[src/rtl/uart_frame_rx_if.sv]
// ---------------------------------------------------------------------------
// uart_frame_rx_if
//   Pixel write bus between uart_frame_rx and port A of the frame BRAM.
//   Optional macro: UART_RX_PARITY_EN adds the parity_err pulse.
//
//   pixel_data_rec  BIT_DEPTH      received pixel byte (held until next strobe)
//   hcount_rec      $clog2(WIDTH)  column of pixel_data_rec
//   vcount_rec      $clog2(HEIGHT) row of pixel_data_rec
//   data_valid_rec  1              one-cycle BRAM write strobe
//   frame_done      1              one-cycle pulse with the last pixel of a frame
//   framing_err     1              one-cycle pulse: stop bit sampled low
//   parity_err      1              one-cycle pulse: even parity mismatch (8E1 only)
//
//   master: receiver side (drives everything); slave: BRAM side.
// ---------------------------------------------------------------------------
interface uart_frame_rx_if #(
    parameter int WIDTH     = 64,
    parameter int HEIGHT    = 64,
    parameter int BIT_DEPTH = 8
);
    logic [BIT_DEPTH-1:0]      pixel_data_rec;
    logic [$clog2(WIDTH)-1:0]  hcount_rec;
    logic [$clog2(HEIGHT)-1:0] vcount_rec;
    logic                      data_valid_rec;
    logic                      frame_done;
    logic                      framing_err;
`ifdef UART_RX_PARITY_EN
    logic                      parity_err;
`endif

    modport master (
        output pixel_data_rec, hcount_rec, vcount_rec,
        output data_valid_rec, frame_done, framing_err
`ifdef UART_RX_PARITY_EN
        , output parity_err
`endif
    );

    modport slave (
        input pixel_data_rec, hcount_rec, vcount_rec,
        input data_valid_rec, frame_done, framing_err
`ifdef UART_RX_PARITY_EN
        , input parity_err
`endif
    );
endinterface

[src/rtl/uart_frame_rx.sv]
// ---------------------------------------------------------------------------
// uart_frame_rx
//   UART receiver (8N1, or 8E1 with UART_RX_PARITY_EN defined) that turns
//   each received byte into one raster-ordered pixel write for the frame BRAM.
//
//   clk_100mhz  in   system clock
//   sys_rst_n   in   asynchronous active-low reset (deasserted synchronously inside)
//   rx          in   asynchronous serial line, idles high
//   clear_i     in   synchronous pulse: next pixel goes to (0,0)
//   pix         master modport of uart_frame_rx_if (pixel data, address, strobes)
//
//   Optional macro: UART_RX_PARITY_EN (even parity bit between data and stop).
// ---------------------------------------------------------------------------
module uart_frame_rx #(
    parameter int CLOCKS_PER_BAUD = 33,
    parameter int WIDTH           = 64,
    parameter int HEIGHT          = 64,
    parameter int BIT_DEPTH       = 8
) (
    input  logic            clk_100mhz,
    input  logic            sys_rst_n,
    input  logic            rx,
    input  logic            clear_i,
    uart_frame_rx_if.master pix
);
    localparam int HW = $clog2(WIDTH);
    localparam int VW = $clog2(HEIGHT);
    localparam int BW = $clog2(CLOCKS_PER_BAUD);
    localparam logic [BW-1:0] BAUD_FULL = BW'(CLOCKS_PER_BAUD - 1);
    localparam logic [BW-1:0] BAUD_HALF = BW'(CLOCKS_PER_BAUD / 2 - 1);
    localparam logic [HW-1:0] H_LAST    = HW'(WIDTH - 1);
    localparam logic [VW-1:0] V_LAST    = VW'(HEIGHT - 1);

    if (BIT_DEPTH != 8) begin : g_bad_bit_depth
        $error("uart_frame_rx: BIT_DEPTH must be 8");
    end

    typedef enum logic [2:0] {
        S_IDLE,
        S_START,
        S_DATA,
`ifdef UART_RX_PARITY_EN
        S_PARITY,
`endif
        S_STOP,
        S_ERR_WAIT
    } state_t;

    logic [1:0]           r_rst_sync;
    logic                 w_rst_n;
    logic                 r_rx_meta;
    logic                 r_rx_s;
    state_t               r_state, w_state_nxt;
    logic [BW-1:0]        r_baud_cnt, w_baud_nxt;
    logic [2:0]           r_bit_idx, w_bit_nxt;
    logic [7:0]           r_shift, w_shift_nxt;
    logic [HW-1:0]        r_hcnt;
    logic [VW-1:0]        r_vcnt;
    logic                 w_tick;
    logic                 w_stop_sample;
    logic                 w_accept;
    logic                 w_last_pixel;
`ifdef UART_RX_PARITY_EN
    logic                 r_par_bad, w_par_bad_nxt;
`endif

    // NOTE: reset asserts asynchronously but releases on a clock edge, so every
    // flop below leaves reset in the same cycle; a raw async release could split them.
    always_ff @(posedge clk_100mhz or negedge sys_rst_n) begin
        if (!sys_rst_n) r_rst_sync <= 2'b00;
        else            r_rst_sync <= {r_rst_sync[0], 1'b1};
    end
    assign w_rst_n = r_rst_sync[1];

    // NOTE: sequential state uses non-blocking assignments so every flop samples
    // pre-edge values regardless of statement order.
    always_ff @(posedge clk_100mhz or negedge w_rst_n) begin
        if (!w_rst_n) begin
            r_rx_meta  <= 1'b1;
            r_rx_s     <= 1'b1;
            r_state    <= S_IDLE;
            r_baud_cnt <= '0;
            r_bit_idx  <= '0;
            r_shift    <= '0;
`ifdef UART_RX_PARITY_EN
            r_par_bad  <= 1'b0;
`endif
        end else begin
            r_rx_meta  <= rx;
            r_rx_s     <= r_rx_meta;
            r_state    <= w_state_nxt;
            r_baud_cnt <= w_baud_nxt;
            r_bit_idx  <= w_bit_nxt;
            r_shift    <= w_shift_nxt;
`ifdef UART_RX_PARITY_EN
            r_par_bad  <= w_par_bad_nxt;
`endif
        end
    end

    assign w_tick = (r_baud_cnt == '0);

    // NOTE: every signal gets a default before the case, so no path leaves one
    // unassigned and no latch is inferred.
    always_comb begin
        w_state_nxt   = r_state;
        w_baud_nxt    = w_tick ? r_baud_cnt : r_baud_cnt - BW'(1);
        w_bit_nxt     = r_bit_idx;
        w_shift_nxt   = r_shift;
        w_stop_sample = 1'b0;
`ifdef UART_RX_PARITY_EN
        w_par_bad_nxt = r_par_bad;
`endif
        case (r_state)
            S_IDLE: begin
                if (!r_rx_s) begin
                    w_state_nxt = S_START;
                    w_baud_nxt  = BAUD_HALF;
                end
            end
            S_START: begin
                // Mid-start-bit check: a line already back high was a glitch.
                if (w_tick) begin
                    if (!r_rx_s) begin
                        w_state_nxt = S_DATA;
                        w_baud_nxt  = BAUD_FULL;
                        w_bit_nxt   = '0;
                    end else begin
                        w_state_nxt = S_IDLE;
                    end
                end
            end
            S_DATA: begin
                if (w_tick) begin
                    // LSB arrives first, so shift in from the top.
                    w_shift_nxt = {r_rx_s, r_shift[7:1]};
                    w_baud_nxt  = BAUD_FULL;
                    w_bit_nxt   = r_bit_idx + 3'd1;
                    if (r_bit_idx == 3'd7) begin
`ifdef UART_RX_PARITY_EN
                        w_state_nxt = S_PARITY;
`else
                        w_state_nxt = S_STOP;
`endif
                    end
                end
            end
`ifdef UART_RX_PARITY_EN
            S_PARITY: begin
                if (w_tick) begin
                    // Even parity: data bits plus parity bit must XOR to zero.
                    w_par_bad_nxt = ^{r_shift, r_rx_s};
                    w_baud_nxt    = BAUD_FULL;
                    w_state_nxt   = S_STOP;
                end
            end
`endif
            S_STOP: begin
                if (w_tick) begin
                    w_stop_sample = 1'b1;
                    w_state_nxt   = r_rx_s ? S_IDLE : S_ERR_WAIT;
                end
            end
            S_ERR_WAIT: begin
                // A held-low line (break) must not look like a fresh start bit.
                if (r_rx_s) w_state_nxt = S_IDLE;
            end
            default: w_state_nxt = S_IDLE;
        endcase
    end

`ifdef UART_RX_PARITY_EN
    assign w_accept = w_stop_sample && r_rx_s && !r_par_bad;
`else
    assign w_accept = w_stop_sample && r_rx_s;
`endif
    assign w_last_pixel = (r_hcnt == H_LAST) && (r_vcnt == V_LAST);

    // Output stage: strobes are registered one cycle after the stop-bit sample,
    // data and address hold between strobes.
    always_ff @(posedge clk_100mhz or negedge w_rst_n) begin
        if (!w_rst_n) begin
            pix.pixel_data_rec <= '0;
            pix.hcount_rec     <= '0;
            pix.vcount_rec     <= '0;
            pix.data_valid_rec <= 1'b0;
            pix.frame_done     <= 1'b0;
            pix.framing_err    <= 1'b0;
`ifdef UART_RX_PARITY_EN
            pix.parity_err     <= 1'b0;
`endif
        end else begin
            pix.data_valid_rec <= w_accept;
            pix.frame_done     <= w_accept && w_last_pixel;
            pix.framing_err    <= w_stop_sample && !r_rx_s;
`ifdef UART_RX_PARITY_EN
            pix.parity_err     <= w_stop_sample && r_par_bad;
`endif
            if (w_accept) begin
                pix.pixel_data_rec <= r_shift;
                pix.hcount_rec     <= r_hcnt;
                pix.vcount_rec     <= r_vcnt;
            end
        end
    end

    // Next-pixel address. clear_i wins over an advance: the byte being accepted
    // already latched its old address above.
    always_ff @(posedge clk_100mhz or negedge w_rst_n) begin
        if (!w_rst_n) begin
            r_hcnt <= '0;
            r_vcnt <= '0;
        end else if (clear_i) begin
            r_hcnt <= '0;
            r_vcnt <= '0;
        end else if (w_accept) begin
            if (r_hcnt == H_LAST) begin
                r_hcnt <= '0;
                r_vcnt <= (r_vcnt == V_LAST) ? '0 : r_vcnt + VW'(1);
            end else begin
                r_hcnt <= r_hcnt + HW'(1);
            end
        end
    end
endmodule

[src/flat_wrapper.sv]
// flat-port wrapper written by rule: the top's interface ports become plain ports
module uart_frame_rx_flat 
#(
    parameter int CLOCKS_PER_BAUD = 33,
    parameter int WIDTH           = 64,
    parameter int HEIGHT          = 64,
    parameter int BIT_DEPTH       = 8
)
  (clk_100mhz, sys_rst_n, rx, clear_i, pix_pixel_data_rec, pix_hcount_rec, pix_vcount_rec, pix_data_valid_rec, pix_frame_done, pix_framing_err);
  uart_frame_rx_if #(.WIDTH(WIDTH), .HEIGHT(HEIGHT), .BIT_DEPTH(BIT_DEPTH)) pix_i ();
  input  logic clk_100mhz;
  input  logic sys_rst_n;
  input  logic rx;
  input  logic clear_i;
  output wire logic [$bits(pix_i.pixel_data_rec)-1:0] pix_pixel_data_rec;
  output wire logic [$bits(pix_i.hcount_rec)-1:0] pix_hcount_rec;
  output wire logic [$bits(pix_i.vcount_rec)-1:0] pix_vcount_rec;
  output wire logic [$bits(pix_i.data_valid_rec)-1:0] pix_data_valid_rec;
  output wire logic [$bits(pix_i.frame_done)-1:0] pix_frame_done;
  output wire logic [$bits(pix_i.framing_err)-1:0] pix_framing_err;
  assign pix_pixel_data_rec = pix_i.pixel_data_rec;
  assign pix_hcount_rec = pix_i.hcount_rec;
  assign pix_vcount_rec = pix_i.vcount_rec;
  assign pix_data_valid_rec = pix_i.data_valid_rec;
  assign pix_frame_done = pix_i.frame_done;
  assign pix_framing_err = pix_i.framing_err;
  uart_frame_rx #(.CLOCKS_PER_BAUD(CLOCKS_PER_BAUD), .WIDTH(WIDTH), .HEIGHT(HEIGHT), .BIT_DEPTH(BIT_DEPTH)) u_core (.clk_100mhz(clk_100mhz), .sys_rst_n(sys_rst_n), .rx(rx), .clear_i(clear_i), .pix(pix_i));
endmodule
[config.mk]
export PLATFORM = sky130hd
export DESIGN_NAME = uart_frame_rx_flat
export DESIGN_NICKNAME = d
export VERILOG_FILES = /design/src/rtl/uart_frame_rx_if.sv /design/src/rtl/uart_frame_rx.sv /design/src/flat_wrapper.sv
export SDC_FILE = /design/constraint.sdc
export NUM_CORES = 1
export LEC_CHECK = 0
export ABC_AREA = 1
export CAP_MARGIN = 30
export CORE_MARGIN = 2
export CORE_UTILIZATION = 45
export CTS_CLUSTER_SIZE = 24
export DETAILED_ROUTE_END_ITERATION = 7
export PLACE_DENSITY = 0.65
export SLEW_MARGIN = 20
export SYNTH_ARGS = -nofsm -noshare
export SYNTH_HDL_FRONTEND = slang
export SYNTH_SLANG_ARGS = --single-unit
[constraint.sdc]
create_clock -name clk_100mhz -period 2.5 [get_ports clk_100mhz]
set_clock_uncertainty 0.05 [all_clocks]
set_input_delay 0.375 -clock clk_100mhz [delete_from_list [all_inputs] [get_ports clk_100mhz]]
set_output_delay 0.375 -clock clk_100mhz [all_outputs]
set_load 0.02 [all_outputs]
After elaboration in Yosys (flattened, before gate mapping)
Cells that the tools add are included.
Storage, ports and cells
  logic and storage cells: 75
  register bits: 59
  output and inout port bits: 23
Cells by class
  add/subtract/negate cells: 4
  equal/unequal tests: 14
  mux-type cells: 28
  reduce and logical (&&, ||, !) cells: 14
Operator list (count)
  $mux W6: 12
  $mux W3: 10
  $pmux W6 S3: 1
  $pmux W3 S5: 1
  $add A6 B1 Y6 const B: 2
  $eq A6 B6 Y1 const B: 2
  $ne A2 B1 Y1 const B: 5
  $eq A3 B2 Y1 const B: 2
  $eq A3 B3 Y1 const B: 2
  $logic_not A6 Y1: 1
  $pmux W3 S2: 1
  $reduce_and A6 Y1: 1
  $reduce_bool A2 Y1: 3
  $sub A6 B1 Y6 const B: 1
  $logic_and A1 B1 Y1: 4
  $ne A2 B2 Y1 const B: 2
  $reduce_and A2 Y1: 2
  $reduce_and A4 Y1: 1
  $add A3 B1 Y3 const B: 1
  $eq A3 B1 Y1 const B: 1
  $logic_not A3 Y1: 1
  $mux W1: 2
  $mux W2: 1
  $logic_not A1 Y1: 1

Depth between registers and ports, before layout
  depth in word-level cells: 6
  depth in mapped cells: 10
  mapped depth without buffers: 10

Least setup slack after synthesis
OpenSTA, ideal clock, no wires.
  path type: reg-to-reg
  start point: reg u_core.r_baud_cnt[0]
  end point: reg u_core.r_baud_cnt[0]
  library setup time: 70 ps
  setup slack: 606 ps
  period minus slack after synthesis: 1894 ps
  arrival: 1773 ps
  cell stages (with the launch flop): 10
  cells stage by stage: dfrtp_1 > inv_1 > ha_1 > inv_1 > nor2_1 > nand3_1 > buf_2 > ha_1 > or2_2 > nand4_1
Between the ends
  longest elaborated chain between the ends: 5
  elaborated cells between the ends (all ways): 8
Ends and longest elaborated chain
  start, declared: RTL line uart_frame_rx.sv:54  | logic [BW-1:0] r_baud_cnt, w_baud_nxt;
  start signal, assigned: RTL line uart_frame_rx.sv:92  | r_baud_cnt <= w_baud_nxt;
  $sub A6 B1 Y6 or $logic_not A6 Y1 (tied branches): RTL line uart_frame_rx.sv:107, uart_frame_rx.sv:101
  $mux W6: RTL line uart_frame_rx.sv:107  | w_baud_nxt = w_tick ? r_baud_cnt : r_baud_cnt - BW'(1);
  $mux W6: RTL line uart_frame_rx.sv:124  | if (!r_rx_s) begin
  $mux W6: RTL line uart_frame_rx.sv:123  | if (w_tick) begin
  $pmux W6 S3 (*): RTL line uart_frame_rx.sv:114  | case (r_state)
  net u_core.w_baud_nxt[0]: RTL line uart_frame_rx.sv:54
Mark *: on every way through the listed nets, which the timed path passes. The rest lies on a longest branch.
A chain may end at the register's enable or synchronous reset.

Worst setup path in the final report
  start point: reg u_core.r_baud_cnt[0]
  end point: reg u_core.r_vcnt[5]
Between the ends
  longest elaborated chain between the ends: 6
Ends and longest elaborated chain
  $logic_not A6 Y1: RTL line uart_frame_rx.sv:101  | assign w_tick = (r_baud_cnt == '0);
  $mux W1: RTL line uart_frame_rx.sv:159  | if (w_tick) begin
  $mux W1: RTL line uart_frame_rx.sv:114
  $logic_and A1 B1 Y1: RTL line uart_frame_rx.sv:175  | assign w_accept = w_stop_sample && r_rx_s;
  $reduce_bool A2 Y1 (no source line)
  $reduce_and A2 Y1 (no source line)
  end signal, assigned: RTL line uart_frame_rx.sv:219  | r_vcnt <= (r_vcnt == V_LAST) ? '0 : r_vcnt + VW'(1);
  end, declared: RTL line uart_frame_rx.sv:58  | logic [VW-1:0] r_vcnt;
No other way between the ends.

==> flow_metrics.tcl <==
set metrics [dict create \
    clk_pin_slew_worst_paths_ns 0.06 \
    synth_xor_area_share_pct 0.324 \
    finalMaxSlewViolations 0 \
    crit_path_max_fanout 42 \
    initialDrtViolationCount 134 \
    cts_setup_buffers 0 \
    pre_cts_ws_ns 0.481 \
    combPwrFrac_pct 27.0 \
    final_common_cell "nand2_1" \
    p_sw_mw 0.884 \
    clockBufferDepth 2 \
    dr_total_vias 2075 \
    ff2ff_setup_slack_ns 0.49 \
    switching_share_pct 33.1 \
    antenna_found_initial 0 \
    grt_max_degree 48 \
    setup_slack_ns 0.491 \
    synth_top_area_cell "dfrtp_1" \
    avgSynthCellArea_sq_um 8.57 \
    ant_nets 0 \
    crit_type "flop to flop" \
    synth_area_sq_um 2700 \
    cts.htree.levels 3 \
    synthSimpleGateAreaFrac_pct 24.7 \
    syn_nets 325 \
    synth_seq_cells 59 \
    fillerInstances 533 \
    row_count 28 \
    cts_tree "built" \
    synth_top_family_by_area "simple AND/OR/NAND/NOR gates" \
    clk_latency_ns 0.33 \
    hold_buffers 0 \
    synth_compound_area_share_pct 10.3 \
    clockPowerShare_pct 28.7 \
    area_delta_synth_final_pct 19.0 \
    cts_root_buf "clkbuf_8" \
    whs_ns 0.0883 \
    wl_per_cell_um 12.0 \
    grt_pass1_wl_um 8820 \
    synth_fa_ha_area_share_pct 2.78 \
    rr_startpoint "u_core.r_baud_cnt[0]$_DFF_PN0_" \
    synthMuxAreaShare_pct 0 \
    synth_area_leaders "dfrtp_1 53%, nand2_1 12%, o21ai_0 7.8%" \
    fin_crit_ns 2.01 \
    via_per_inst 4.87 \
    max-vdd-ir-drop_mv 0.318 \
    n_antenna_cell 0 \
    die_height_um 81.5 \
    drv_cap 0 \
    numCtsBuffers 9 \
    nNetsFinal 356 \
    yosysSeqAreaShare_pct 54.8 \
    power-per-cell-area_nw_per_um2 830 \
    die_x_um 81.5 \
    globalplace.congestion 0.886 \
    die-area_sq_um 6640 \
    cp-start-kind "flop" \
    status "complete, no violations" \
    num_io_pins 27 \
    layout-drive-gt1-share_pct 8.83 \
    synth_top_cell_area_share_pct 52.8 \
    syn_inst 315 \
    io_buffers 26 \
    yosys_warnings 0 \
    worstPathArrival_ns 2.17 \
    grt_use_total_pct 17.5 \
    finalPower_mw 2.67 \
    coreArea_sq_um 5850 \
    hold_viol_final 0 \
    p_int_mw 1.78 \
    setup_viol 0 \
    reg2reg_depth 9 \
    layout_common_cells "86 x nand2_1, 56 x dfrtp_1, 42 x o21ai_0" \
    p_leak_nw 1.56 \
    worst_ep_required_time_ns 2.66 \
    sequentialPowerShare_pct 44.3 \
    drc 0 \
    ys_types 24 \
    cts_resized 0 \
    fin_crit_sh_pct 80.3 \
    finalWirelength_um 5110 \
    setup.worst_path.end_class "flop" \
    hold_path_class "flop to async pin" \
    r2r_end "u_core.r_vcnt[5]$_DFFE_PN0P_" \
    tns_ns 0 \
    grt_pass1_vias 1956 \
    grt-ovfl-total 0 \
    clock.fmax_mhz 498 \
    rsz0062_at_grt "no" \
    firstDrtPassIters 4 \
    start_util_pct 46.2 \
    hpwl_um 3500 \
    cts.sink_count 59 \
]
final cells by class:
cell class                      instances  area, sq um  share of cell area, %
Multi-Input combinational cell        209         1030                   32.1
Clock buffer                           14          163                   5.06
Timing Repair Buffer                   28          288                   8.96
Clock inverter                          2         10.0                  0.312
Tap cell                               75         93.8                   2.92
Sequential cell                        59         1480                   46.1
Inverter                               39          146                   4.56
cells by family (layout without fill, tap and decap cells):
| group | count (synthesis) | after routing |
|---|---|---|
| AND/OR/NAND/NOR | 149 | 149 |
| flip-flops | 59 | 59 |
| AO/OA/AOI/OAI | 52 | 52 |
| buffers and inverters | 47 | 83 |
| adder cells (fa/ha/maj) | 6 | 6 |
| other | 1 | 1 |
| XOR/XNOR | 1 | 1 |
power by group through the flow:
stage | registers (mW) | logic (mW) | clock network, mW
3_5_place_dp | 1.20 | 0.722 | 0
2_1_floorplan | 1.25 | 0.440 | 0
6_report | 1.18 | 0.722 | 0.766
4_1_cts | 1.18 | 0.726 | 0.788
3_3_place_gp | 1.20 | 0.716 | 0
5_1_grt | 1.20 | 0.836 | 0.836
state kept, by name (all words and copies together), names as in the netlist, 2 cells and up:
name / cells
u_core.pix.hcount_rec: 6
u_core.pix.pixel_data_rec: 8
u_core.pix.vcount_rec: 6
u_core.r_baud_cnt: 6
u_core.r_bit_idx: 3
u_core.r_hcnt: 6
u_core.r_rst_sync: 2
u_core.r_shift: 8
u_core.r_state: 3
u_core.r_vcnt: 6
synthesized netlist by cell type (all sizes together):
library cell / count
or2: 3
a21oi: 5
nand3: 27
dfstp: 2
inv: 38
nand4: 8
o21ai: 47
xor2: 1
nor2: 20
conb: 1
nand2: 90
clkinv: 1
ha: 6
dfrtp: 57
buf: 4
clkbuf: 4
nor3: 1
per-stage QoR:
| step | instances | cell area (sq um) | util [%] |
|---|---|---|---|
| 2_1_floorplan | 315 | 2700 | - |
| 3_3_place_gp | 410 | 3040 | 52.0 |
| 3_5_place_dp | 410 | 3040 | 52.0 |
| 4_1_cts | 426 | 3210 | 54.9 |
| 5_1_grt | 426 | 3210 | 54.9 |
| 6_report | 426 | 3210 | 54.9 |
how the worst max path moves through the flow:
stage                                               from                              to  slack, ns  cells after the start
final                     u_core.r_baud_cnt[0]$_DFF_PN0_    u_core.r_vcnt[5]$_DFFE_PN0P_       0.49                      9
after global routing      u_core.r_baud_cnt[0]$_DFF_PN0_    u_core.r_vcnt[5]$_DFFE_PN0P_       0.32                      9
after CTS                 u_core.r_baud_cnt[0]$_DFF_PN0_    u_core.r_vcnt[5]$_DFFE_PN0P_       0.48                      9
after detailed placement  u_core.r_baud_cnt[0]$_DFF_PN0_    u_core.r_vcnt[5]$_DFFE_PN0P_       0.48                      9
after global placement    u_core.r_baud_cnt[0]$_DFF_PN0_    u_core.r_vcnt[5]$_DFFE_PN0P_       0.55                      9
after floorplan           u_core.r_baud_cnt[0]$_DFF_PN0_  u_core.r_baud_cnt[0]$_DFF_PN0_       0.61                      9
critical path, cell delays in order, from the launching register on:
cell and delay (ns):
dfrtp_1 0.38, inv_1 0.13, ha_1 0.21, nand3_1 0.20, nor2_8 0.19, nand2_4 0.25
nand2_4 0.19, nand2_4 0.13, nand2_1 0.08, o21ai_0 0.07
layer usage:
layer	wire (um)	up-vias	GRT usage [%]
met1	2690	957	25.5
li1	-	1072	-
met3	185	10	4.40
met5	0	-	0
met2	2140	36	24.5
met4	97	0	8.14
(Power assumes the default switching activity.)
